File: src/rtl/logic_op_pkg.sv
// Shared types for the logic-op arbiter slice: opcodes, slot state, default width.
package logic_op_pkg;

  localparam int LOGIC_OP_WIDTH = 4;

  typedef enum logic [1:0] {
    OP_AND = 2'b00,
    OP_OR  = 2'b01,
    OP_XOR = 2'b10,
    OP_NOT = 2'b11
  } op_t;

  typedef enum logic {
    SLOT_EMPTY = 1'b0,
    SLOT_FULL  = 1'b1
  } slot_t;

endpackage

File: src/rtl/logic_op_arbiter_if.sv
// Two request ports plus one response port of the shared logic unit.
interface logic_op_arbiter_if #(
  parameter int WIDTH = logic_op_pkg::LOGIC_OP_WIDTH
);
  logic                      req0_valid;
  logic                      req0_ready;
  logic_op_pkg::op_t         req0_op;
  logic [WIDTH-1:0]          req0_a;
  logic [WIDTH-1:0]          req0_b;

  logic                      req1_valid;
  logic                      req1_ready;
  logic_op_pkg::op_t         req1_op;
  logic [WIDTH-1:0]          req1_a;
  logic [WIDTH-1:0]          req1_b;

  logic                      rsp_valid;
  logic                      rsp_ready;
  logic                      rsp_id;
  logic [2*WIDTH-1:0]        rsp_data;

  // Arbiter side
  modport slave (
    input  req0_valid, req0_op, req0_a, req0_b,
    input  req1_valid, req1_op, req1_a, req1_b,
    input  rsp_ready,
    output req0_ready, req1_ready,
    output rsp_valid, rsp_id, rsp_data
  );

  // Requester / consumer side
  modport master (
    output req0_valid, req0_op, req0_a, req0_b,
    output req1_valid, req1_op, req1_a, req1_b,
    output rsp_ready,
    input  req0_ready, req1_ready,
    input  rsp_valid, rsp_id, rsp_data
  );
endinterface

File: src/rtl/logic_op_alu.sv
// Combinational bitwise unit. AND/OR/XOR fill the low half only; NOT inverts
// the concatenation {a,b} across the full result width.
module logic_op_alu
  import logic_op_pkg::*;
#(
  parameter int WIDTH = LOGIC_OP_WIDTH
) (
  input  op_t                op,
  input  logic [WIDTH-1:0]   a,
  input  logic [WIDTH-1:0]   b,
  output logic [2*WIDTH-1:0] y
);

  // Opcode decode; upper half stays zero except for NOT
  always_comb begin
    y = '0;
    case (op)
      OP_AND:  y[WIDTH-1:0] = a & b;
      OP_OR:   y[WIDTH-1:0] = a | b;
      OP_XOR:  y[WIDTH-1:0] = a ^ b;
      OP_NOT:  y            = ~{a, b};
      default: y            = '0;
    endcase
  end

endmodule

File: src/rtl/logic_op_arbiter.sv
// Round-robin sharing of one logic unit between two requesters, with a single
// registered response slot. Ready is combinational on rsp_ready so a draining
// slot can reload in the same cycle (one result per cycle sustained).
module logic_op_arbiter
  import logic_op_pkg::*;
#(
  parameter int WIDTH = LOGIC_OP_WIDTH
) (
  input  logic                 clk,
  input  logic                 rst_n,
  logic_op_arbiter_if.slave    bus
);

  slot_t              slot_q;
  logic               last_q;     // requester granted on the most recent accept
  logic               rsp_id_q;
  logic [2*WIDTH-1:0] rsp_data_q;

  logic               can_accept;
  logic               grant0, grant1;
  logic               acc0, acc1, acc;
  op_t                mux_op;
  logic [WIDTH-1:0]   mux_a, mux_b;
  logic [2*WIDTH-1:0] alu_y;

  assign bus.rsp_valid = (slot_q == SLOT_FULL);
  assign bus.rsp_id    = rsp_id_q;
  assign bus.rsp_data  = rsp_data_q;

  // Slot can take a new result if empty or being drained this cycle
  assign can_accept = !bus.rsp_valid || bus.rsp_ready;

  // Requester 1 wins when alone, or on contention when 0 was granted last.
  // With nobody valid, the idle grant parks on requester 0.
  assign grant1 = bus.req1_valid && (!bus.req0_valid || !last_q);
  assign grant0 = !grant1;

  // rst_n gating keeps both readies low throughout reset
  assign bus.req0_ready = rst_n && can_accept && grant0;
  assign bus.req1_ready = rst_n && can_accept && grant1;

  assign acc0 = bus.req0_valid && bus.req0_ready;
  assign acc1 = bus.req1_valid && bus.req1_ready;
  assign acc  = acc0 || acc1;

  // Operand mux steered by the accepted requester only, so an idle port's
  // operands never reach the result register
  assign mux_op = acc1 ? bus.req1_op : bus.req0_op;
  assign mux_a  = acc1 ? bus.req1_a  : bus.req0_a;
  assign mux_b  = acc1 ? bus.req1_b  : bus.req0_b;

  logic_op_alu #(.WIDTH(WIDTH)) u_alu (
    .op (mux_op),
    .a  (mux_a),
    .b  (mux_b),
    .y  (alu_y)
  );

  // Slot FSM: load on accept, drain on rsp_ready, hold otherwise
  always_ff @(posedge clk or negedge rst_n) begin
    if (!rst_n) begin
      slot_q     <= SLOT_EMPTY;
      rsp_id_q   <= 1'b0;
      rsp_data_q <= '0;
      last_q     <= 1'b1;   // makes requester 0 the first contention winner
    end else begin
      case (slot_q)
        SLOT_EMPTY: begin
          if (acc) begin
            slot_q     <= SLOT_FULL;
            rsp_id_q   <= acc1;
            rsp_data_q <= alu_y;
            last_q     <= acc1;
          end
        end
        SLOT_FULL: begin
          if (acc) begin
            rsp_id_q   <= acc1;
            rsp_data_q <= alu_y;
            last_q     <= acc1;
          end else if (bus.rsp_ready) begin
            slot_q     <= SLOT_EMPTY;
          end
        end
        default: slot_q <= SLOT_EMPTY;
      endcase
    end
  end

endmodule

File: src/flat_wrapper.sv
// flat-port wrapper written by rule: the top's interface ports become plain ports
module logic_op_arbiter_flat import logic_op_pkg::*;
#(
  parameter int WIDTH = LOGIC_OP_WIDTH
)
  (clk, rst_n, bus_req0_valid, bus_req0_op, bus_req0_a, bus_req0_b, bus_req1_valid, bus_req1_op, bus_req1_a, bus_req1_b, bus_rsp_ready, bus_req0_ready, bus_req1_ready, bus_rsp_valid, bus_rsp_id, bus_rsp_data);
  logic_op_arbiter_if #(.WIDTH(WIDTH)) bus_i ();
  input  logic clk;
  input  logic rst_n;
  input wire logic [$bits(bus_i.req0_valid)-1:0] bus_req0_valid;
  input wire logic [$bits(bus_i.req0_op)-1:0] bus_req0_op;
  input wire logic [$bits(bus_i.req0_a)-1:0] bus_req0_a;
  input wire logic [$bits(bus_i.req0_b)-1:0] bus_req0_b;
  input wire logic [$bits(bus_i.req1_valid)-1:0] bus_req1_valid;
  input wire logic [$bits(bus_i.req1_op)-1:0] bus_req1_op;
  input wire logic [$bits(bus_i.req1_a)-1:0] bus_req1_a;
  input wire logic [$bits(bus_i.req1_b)-1:0] bus_req1_b;
  input wire logic [$bits(bus_i.rsp_ready)-1:0] bus_rsp_ready;
  output wire logic [$bits(bus_i.req0_ready)-1:0] bus_req0_ready;
  output wire logic [$bits(bus_i.req1_ready)-1:0] bus_req1_ready;
  output wire logic [$bits(bus_i.rsp_valid)-1:0] bus_rsp_valid;
  output wire logic [$bits(bus_i.rsp_id)-1:0] bus_rsp_id;
  output wire logic [$bits(bus_i.rsp_data)-1:0] bus_rsp_data;
  assign bus_i.req0_valid = bus_req0_valid;
  assign bus_i.req0_op = bus_req0_op;
  assign bus_i.req0_a = bus_req0_a;
  assign bus_i.req0_b = bus_req0_b;
  assign bus_i.req1_valid = bus_req1_valid;
  assign bus_i.req1_op = bus_req1_op;
  assign bus_i.req1_a = bus_req1_a;
  assign bus_i.req1_b = bus_req1_b;
  assign bus_i.rsp_ready = bus_rsp_ready;
  assign bus_req0_ready = bus_i.req0_ready;
  assign bus_req1_ready = bus_i.req1_ready;
  assign bus_rsp_valid = bus_i.rsp_valid;
  assign bus_rsp_id = bus_i.rsp_id;
  assign bus_rsp_data = bus_i.rsp_data;
  logic_op_arbiter #(.WIDTH(WIDTH)) u_core (.clk(clk), .rst_n(rst_n), .bus(bus_i));
endmodule
File: config.mk
export PLATFORM = sky130hd
export DESIGN_NAME = logic_op_arbiter_flat
export DESIGN_NICKNAME = d
export VERILOG_FILES = /design/src/rtl/logic_op_pkg.sv /design/src/rtl/logic_op_arbiter_if.sv /design/src/rtl/logic_op_alu.sv /design/src/rtl/logic_op_arbiter.sv /design/src/flat_wrapper.sv
export SDC_FILE = /design/constraint.sdc
export NUM_CORES = 1
export LEC_CHECK = 0
export ABC_AREA = 0
export BUFFER_PORTS_ARGS = -buffer_cell sky130_fd_sc_hd__buf_2
export CORE_AREA = 8 8 54 56
export DETAILED_ROUTE_END_ITERATION = 12
export DIE_AREA = 0 0 62 64
export HOLD_SLACK_MARGIN = 0.1
export MAX_ROUTING_LAYER = met4
export PLACE_DENSITY_LB_ADDON = 0.2
export SKIP_LAST_GASP = 1
export SYNTH_ARGS = -nofsm -noshare
export SYNTH_HDL_FRONTEND = slang
export SYNTH_SLANG_ARGS = --single-unit
File: constraint.sdc
create_clock -name clk -period 2.43 [get_ports clk]
set_input_delay 0.243 -clock clk [delete_from_list [all_inputs] [get_ports clk]]
set_output_delay 0.243 -clock clk [all_outputs]
set_load 0.01 [all_outputs]
# Yosys cells after proc, flatten, opt, wreduce, memory -nomap -nowiden
# Cells that the tools add are included.
# op_classes
n_eq_ne	3
muxes	11
bitwise_logic	5
reduce_logical	14
# ops
cell	count
case mux 4 bit (4 select lines)	1
two-way mux 4 bit	3
two-way mux 8 bit	1
NOT 8 bit	1
logical AND 1 bit	6
AND 4 bit	1
== test 2 bit, second input constant	2
logical NOT 1 bit	4
two-way mux 1 bit	4
bitwise OR 4 bit	1
bitwise XOR 4 bit	1
logical OR 1 bit	3
== test 2 x 1 -> 1 bit, second input constant	1
logical NOT 2 bit	1
two-way mux 2 bit	1
case mux 1 bit (2 select lines)	1
NOT 1 bit	1
# totals
register_bits	11
inputBits	25
output_inout_bits	12

# Longest topological paths before layout
# logic_depth
depth_word	9
mapped_depth	11

# Cells and area by module
# From an unflattened synthesis, not the netlist that was laid out.
# hier_totals
hier_cells	70
hier_area_um2	873.3
# by_module_without_submodules
module	instances	cells_per_inst	area_each_um2	seq_area_each_um2
logic_op_arbiter	1	41	604.3	276.5
logic_op_alu	1	29	269.0	0.0

# Worst setup path before layout
# No wires, ideal clock.
# synth_timing
kind	reg2reg
startpoint	reg u_core.last_q
endpoint	reg u_core.rsp_data_q[2], in the netlist u_core.bus.rsp_data[2]
setup_ns	0.066
arrival_time_ns	1.970
required_ns	2.364
setup_slack_ns	0.394
path_stages_with_launch	12
n_path_buf	1
period_less_slack_ns	2.036
path_cell_list	dfstp_2 a21boi_4 nand3_4 buf_6 nand2_1 nand2_1 inv_1 ha_1 o21ai_0 and3_2 a311oi_1 a22o_1
# synth_via
elab_chain_cells	9
word_cells_on_any_way	22
# synth_rtl
item	line_no	rtl
from (decl)	logic_op_arbiter.sv:15	logic last_q;
from (signal assigned)	logic_op_arbiter.sv:65	last_q <= 1'b1;
from (signal assigned)	logic_op_arbiter.sv:73	last_q <= acc1;
from (signal assigned)	logic_op_arbiter.sv:80	last_q <= acc1;
logical NOT 1 bit *	logic_op_arbiter.sv:35	assign grant1 = bus.req1_valid && (!bus.req0_valid || !last_q);
logical OR 1 bit *	logic_op_arbiter.sv:35	
logical AND 1 bit *	logic_op_arbiter.sv:35	
logical AND 1 bit	logic_op_arbiter.sv:40	assign bus.req1_ready = rst_n && can_accept && grant1;
logical AND 1 bit	logic_op_arbiter.sv:43	assign acc1 = bus.req1_valid && bus.req1_ready;
two-way mux 2 bit, or another cell as far along	logic_op_arbiter.sv:48	assign mux_op = acc1 ? bus.req1_op : bus.req0_op;
== test 2 bit, or another cell as far along	logic_op_alu.sv:17	case (op)
case mux 4 bit (4 select lines)	logic_op_alu.sv:17	
two-way mux 8 bit	logic_op_arbiter.sv:69, logic_op_arbiter.sv:77	
to (signal assigned)	logic_op_arbiter.sv:72	rsp_data_q <= alu_y;
to (signal assigned)	logic_op_arbiter.sv:79	rsp_data_q <= alu_y;
to (decl)	logic_op_arbiter.sv:17	logic [2*WIDTH-1:0] rsp_data_q;
# Every way passes the cells marked *; elsewhere a longest branch is shown, timed or not. The select of a mux whose other input is x is not followed.
# A chain may end at the register's enable or synchronous reset.

# Worst setup path in the final report
# layout_timing
startpoint	reg u_core.last_q
endpoint	reg u_core.rsp_data_q[1], in the netlist u_core.bus.rsp_data[1]
# The elaborated chain is that of the path after synthesis.

==> results by group <==
Critical path
  • CP Capture Type: register
  • Worst Path Required: 2.63 ns
  • Crit path DAT: 2.44 ns
  • Crit start category: register
  • Crit Path Class: register to register
  • Critical path peak fanout: 11

Final layout
  • Post-route cell area: 1220 um^2
  • Final #Nets: 184
  • Syn-to-layout area delta: 29.6%
  • # diodes: 0
  • Fraction of layout cells with a size suffix above 1: 40.0%
  • Filler Cell Count: 200
  • Layout Cells excl Fill: 178
  • Fin util: 57.8%

Detailed routing
  • DR vias: 916
  • Router iterations before antenna repair: 4
  • Routed WL per cell: 13.6 um
  • Final WL: 2.42 mm
  • Routed Antenna Nets: 0
  • Initial drt markers: 31
  • Via density: 5.15
  • DRC: 0

Yosys
  • Syn_area_per_cell: 9.02 um^2
  • Seq/Total Area, Yosys: 29.5%
  • Netlist cell types: 25
  • Post-Syn Area: 938 um^2
  • Synthesized net count: 137
  • Synth warn: 0
  • Register bit count reported by yosys: 11
  • Cell count after synthesis: 104

GRT
  • Number of global-route vias before repair: 953
  • GR Util All Layers: 13.8%
  • First-pass GRT wire length: 4.15 mm
  • Initial antenna violation count: 0
  • Largest net degree at the start of global routing: 15
  • GRT overflow: 0

Timing
  • RSZ-0062 raised after global routing: false
  • Ratio of final minimum period to clock period: 92.0%
  • Final min period: 2.24 ns
  • Final Max Slew Viols: 0
  • Worst slew pin tran: 1.06 ns
  • Clock skew: 0.000750 ns
  • Setup Total Neg Slack: 0 ns
  • Fin. Hold Viols: 0
  • Setup violators final: 0
  • Fmax: 0.447 GHz
  • Max-slew headroom: 29.1%

Pwr
  • Switching power: 0.000197 W
  • PD cells: 484 nW/um^2
  • VDD IR-drop max: 0.000219 V
  • Switching share of power: 33.5%
  • Leakage: 0.696 nW
  • Cell Int Power: 0.000391 W
  • Gate power share: 39.2%
  • Clock power share: 20.7%
  • Sequential share of power: 40.1%

Floorplan
  • Die W: 62 um
  • Starting Density: 44.6%
  • Die area: 3970 um^2
  • I/O pins: 37
  • Rows: 17
  • Vert. Die Dim: 64 um
  • Core footprint: 2110 um^2

Clock tree
  • Worst skew pair latency: 0.26 ns
  • Clk buf depth: 2
  • H-tree depth: 1
  • CTS Sinks: 11
  • CTS resizes: 0
  • TritonCTS buffer count: 3
  • CTS tree: done
  • Post-CTS Setup Bufs: 0
  • CTS root buffer: clkbuf_4
  • Clk slew on worst S/H paths: 0.07 ns

Job
  • Max-Cap Viols: 0

Outcome
  • Status: finished clean

Placement
  • Routability cong.: 0.788
  • Port Buf Inserts: 36
  • Hpwl dp: 2.00 mm
  • Placed cell area: 1180 um^2
  • Dpl cells: 173

Hold path
  • Worst hold path class: input pin to register
==> synth_stat cells <==
cell	instances	area, um^2
o21ai_0	8	40.0
a21oi_2	1	8.76
clkbuf_8	1	13.8
nand3_1	2	10.0
and3_2	4	30.0
nand2b_1	2	12.5
nor2_1	3	11.3
ha_1	8	100
dfrtp_1	10	250
mux2i_4	1	22.5
inv_4	1	6.26
mux2i_2	1	13.8
nand2b_4	1	13.8
a22o_1	8	70.1
buf_6	2	22.5
dfstp_2	1	26.3
a2bb2oi_1	4	35.0
nand2_1	26	97.6
nand3_4	1	17.5
a311oi_1	4	35.0
o211ai_1	1	7.51
inv_1	8	30.0
mux2i_1	4	40.0
a21boi_4	1	18.8
buf_2	1	5.00
==> stage by stage <==
| step | hold slack [ns] | total power (W) | setup slack, ns |
|---|---|---|---|
| after floorplan | -0.0526 | 0.000374 | 0.394 |
| after global placement | 0.233 | 0.000464 | 0.229 |
| after detailed placement | 0.235 | 0.000472 | 0.193 |
| after CTS | 0.276 | 0.000594 | 0.178 |
| after global routing | 0.290 | 0.000630 | 0.0592 |
| final | 0.275 | 0.000588 | 0.194 |
==> sequential cells by signal, summed over array words and instances (netlist names) <==
signal and flops:
u_core.bus.rsp_data 8, u_core.bus.rsp_id 1, u_core.bus.rsp_valid 1, u_core.last_q 1
==> final cells by class <==
cell class                 count  area [um^2]  area share, %
inverter                       9         36.3           2.98
sequential                    11          277           22.7
clock buffer                   4         26.3           2.16
tap                           28         35.0           2.88
multi-input combinational     80          584           48.0
timing repair buffer          46          258           21.2
==> power by group through the flow <==
stage	Sequential, W	Clock, W	Combinational [W]
after floorplan	0.000249	0	0.000125
after global placement	0.000238	0	0.000227
after detailed placement	0.000239	0	0.000233
after CTS	0.000236	0.000124	0.000235
after global routing	0.000239	0.000134	0.000257
final	0.000236	0.000122	0.000231
==> metal layers <==
metal  routed length, um  global-route usage, %  up-vias
li1                    -                      -      458
met1                1100                   17.2      420
met2                1140                   20.4       34
met3                 130                   1.40        4
met4                  53                   8.26        0
met5                   0                      -        -
==> path summary, 6_finish.rpt <==
check                                       start                      to  slack, ns  cells past startpoint
worst max-delay path                u_core.last_q  u_core.bus.rsp_data[1]       0.19                     11
worst min-delay path                bus_rsp_ready    u_core.bus.rsp_valid       0.27                      3
worst max register to register      u_core.last_q  u_core.bus.rsp_data[1]       0.19                     11
worst min register to register  u_core.bus.rsp_id       u_core.bus.rsp_id       0.47                      2
max in group asynchronous                   rst_n           u_core.last_q       1.73                      3
min in group asynchronous                   rst_n    u_core.bus.rsp_valid       0.48                      3
==> logic make-up (layout without fill, tap and decap cells) <==
| family | count (synthesis) | count (layout) | share of synthesized area (%) |
|---|---|---|---|
| flip-flops | 11 | 11 | 29.5 |
| AND/OR/NAND/NOR | 39 | 39 | 20.5 |
| AO/OA/AOI/OAI | 27 | 27 | 22.9 |
| adder cells (fa/ha/maj) | 8 | 8 | 10.7 |
| multiplexers | 6 | 6 | 8.13 |
| buffers and inverters | 13 | 59 | 8.27 |
==> critical path: stages (launching register included) <==
cell	delay, ns
dfstp_2	0.55
a21boi_4	0.06
nand3_4	0.17
buf_4	0.18
nand2_1	0.05
nand2_1	0.08
inv_1	0.05
ha_1	0.28
o21ai_0	0.06
and3_2	0.21
a311oi_1	0.29
a22o_1	0.18
==> layout by cell type (no fill, tap or decap), drive strengths merged <==
master	count
clkbuf	4
dlygate4sd3	1
buf	45
inv	9
and3	4
a21boi	1
nand3	3
mux2i	6
dfrtp	10
nand2b	3
dfstp	1
a21oi	1
nand2	26
a22o	8
a311oi	4
o211ai	1
o21ai	8
nor2	3
ha	8
a2bb2oi	4
==> what timing repair did <==
item	CTS	global route
setup endpoints to repair	0	0
hold buffers	1	0
hold endpoints to repair	10	0
Note: power is estimated with default switching activity, not from simulation.
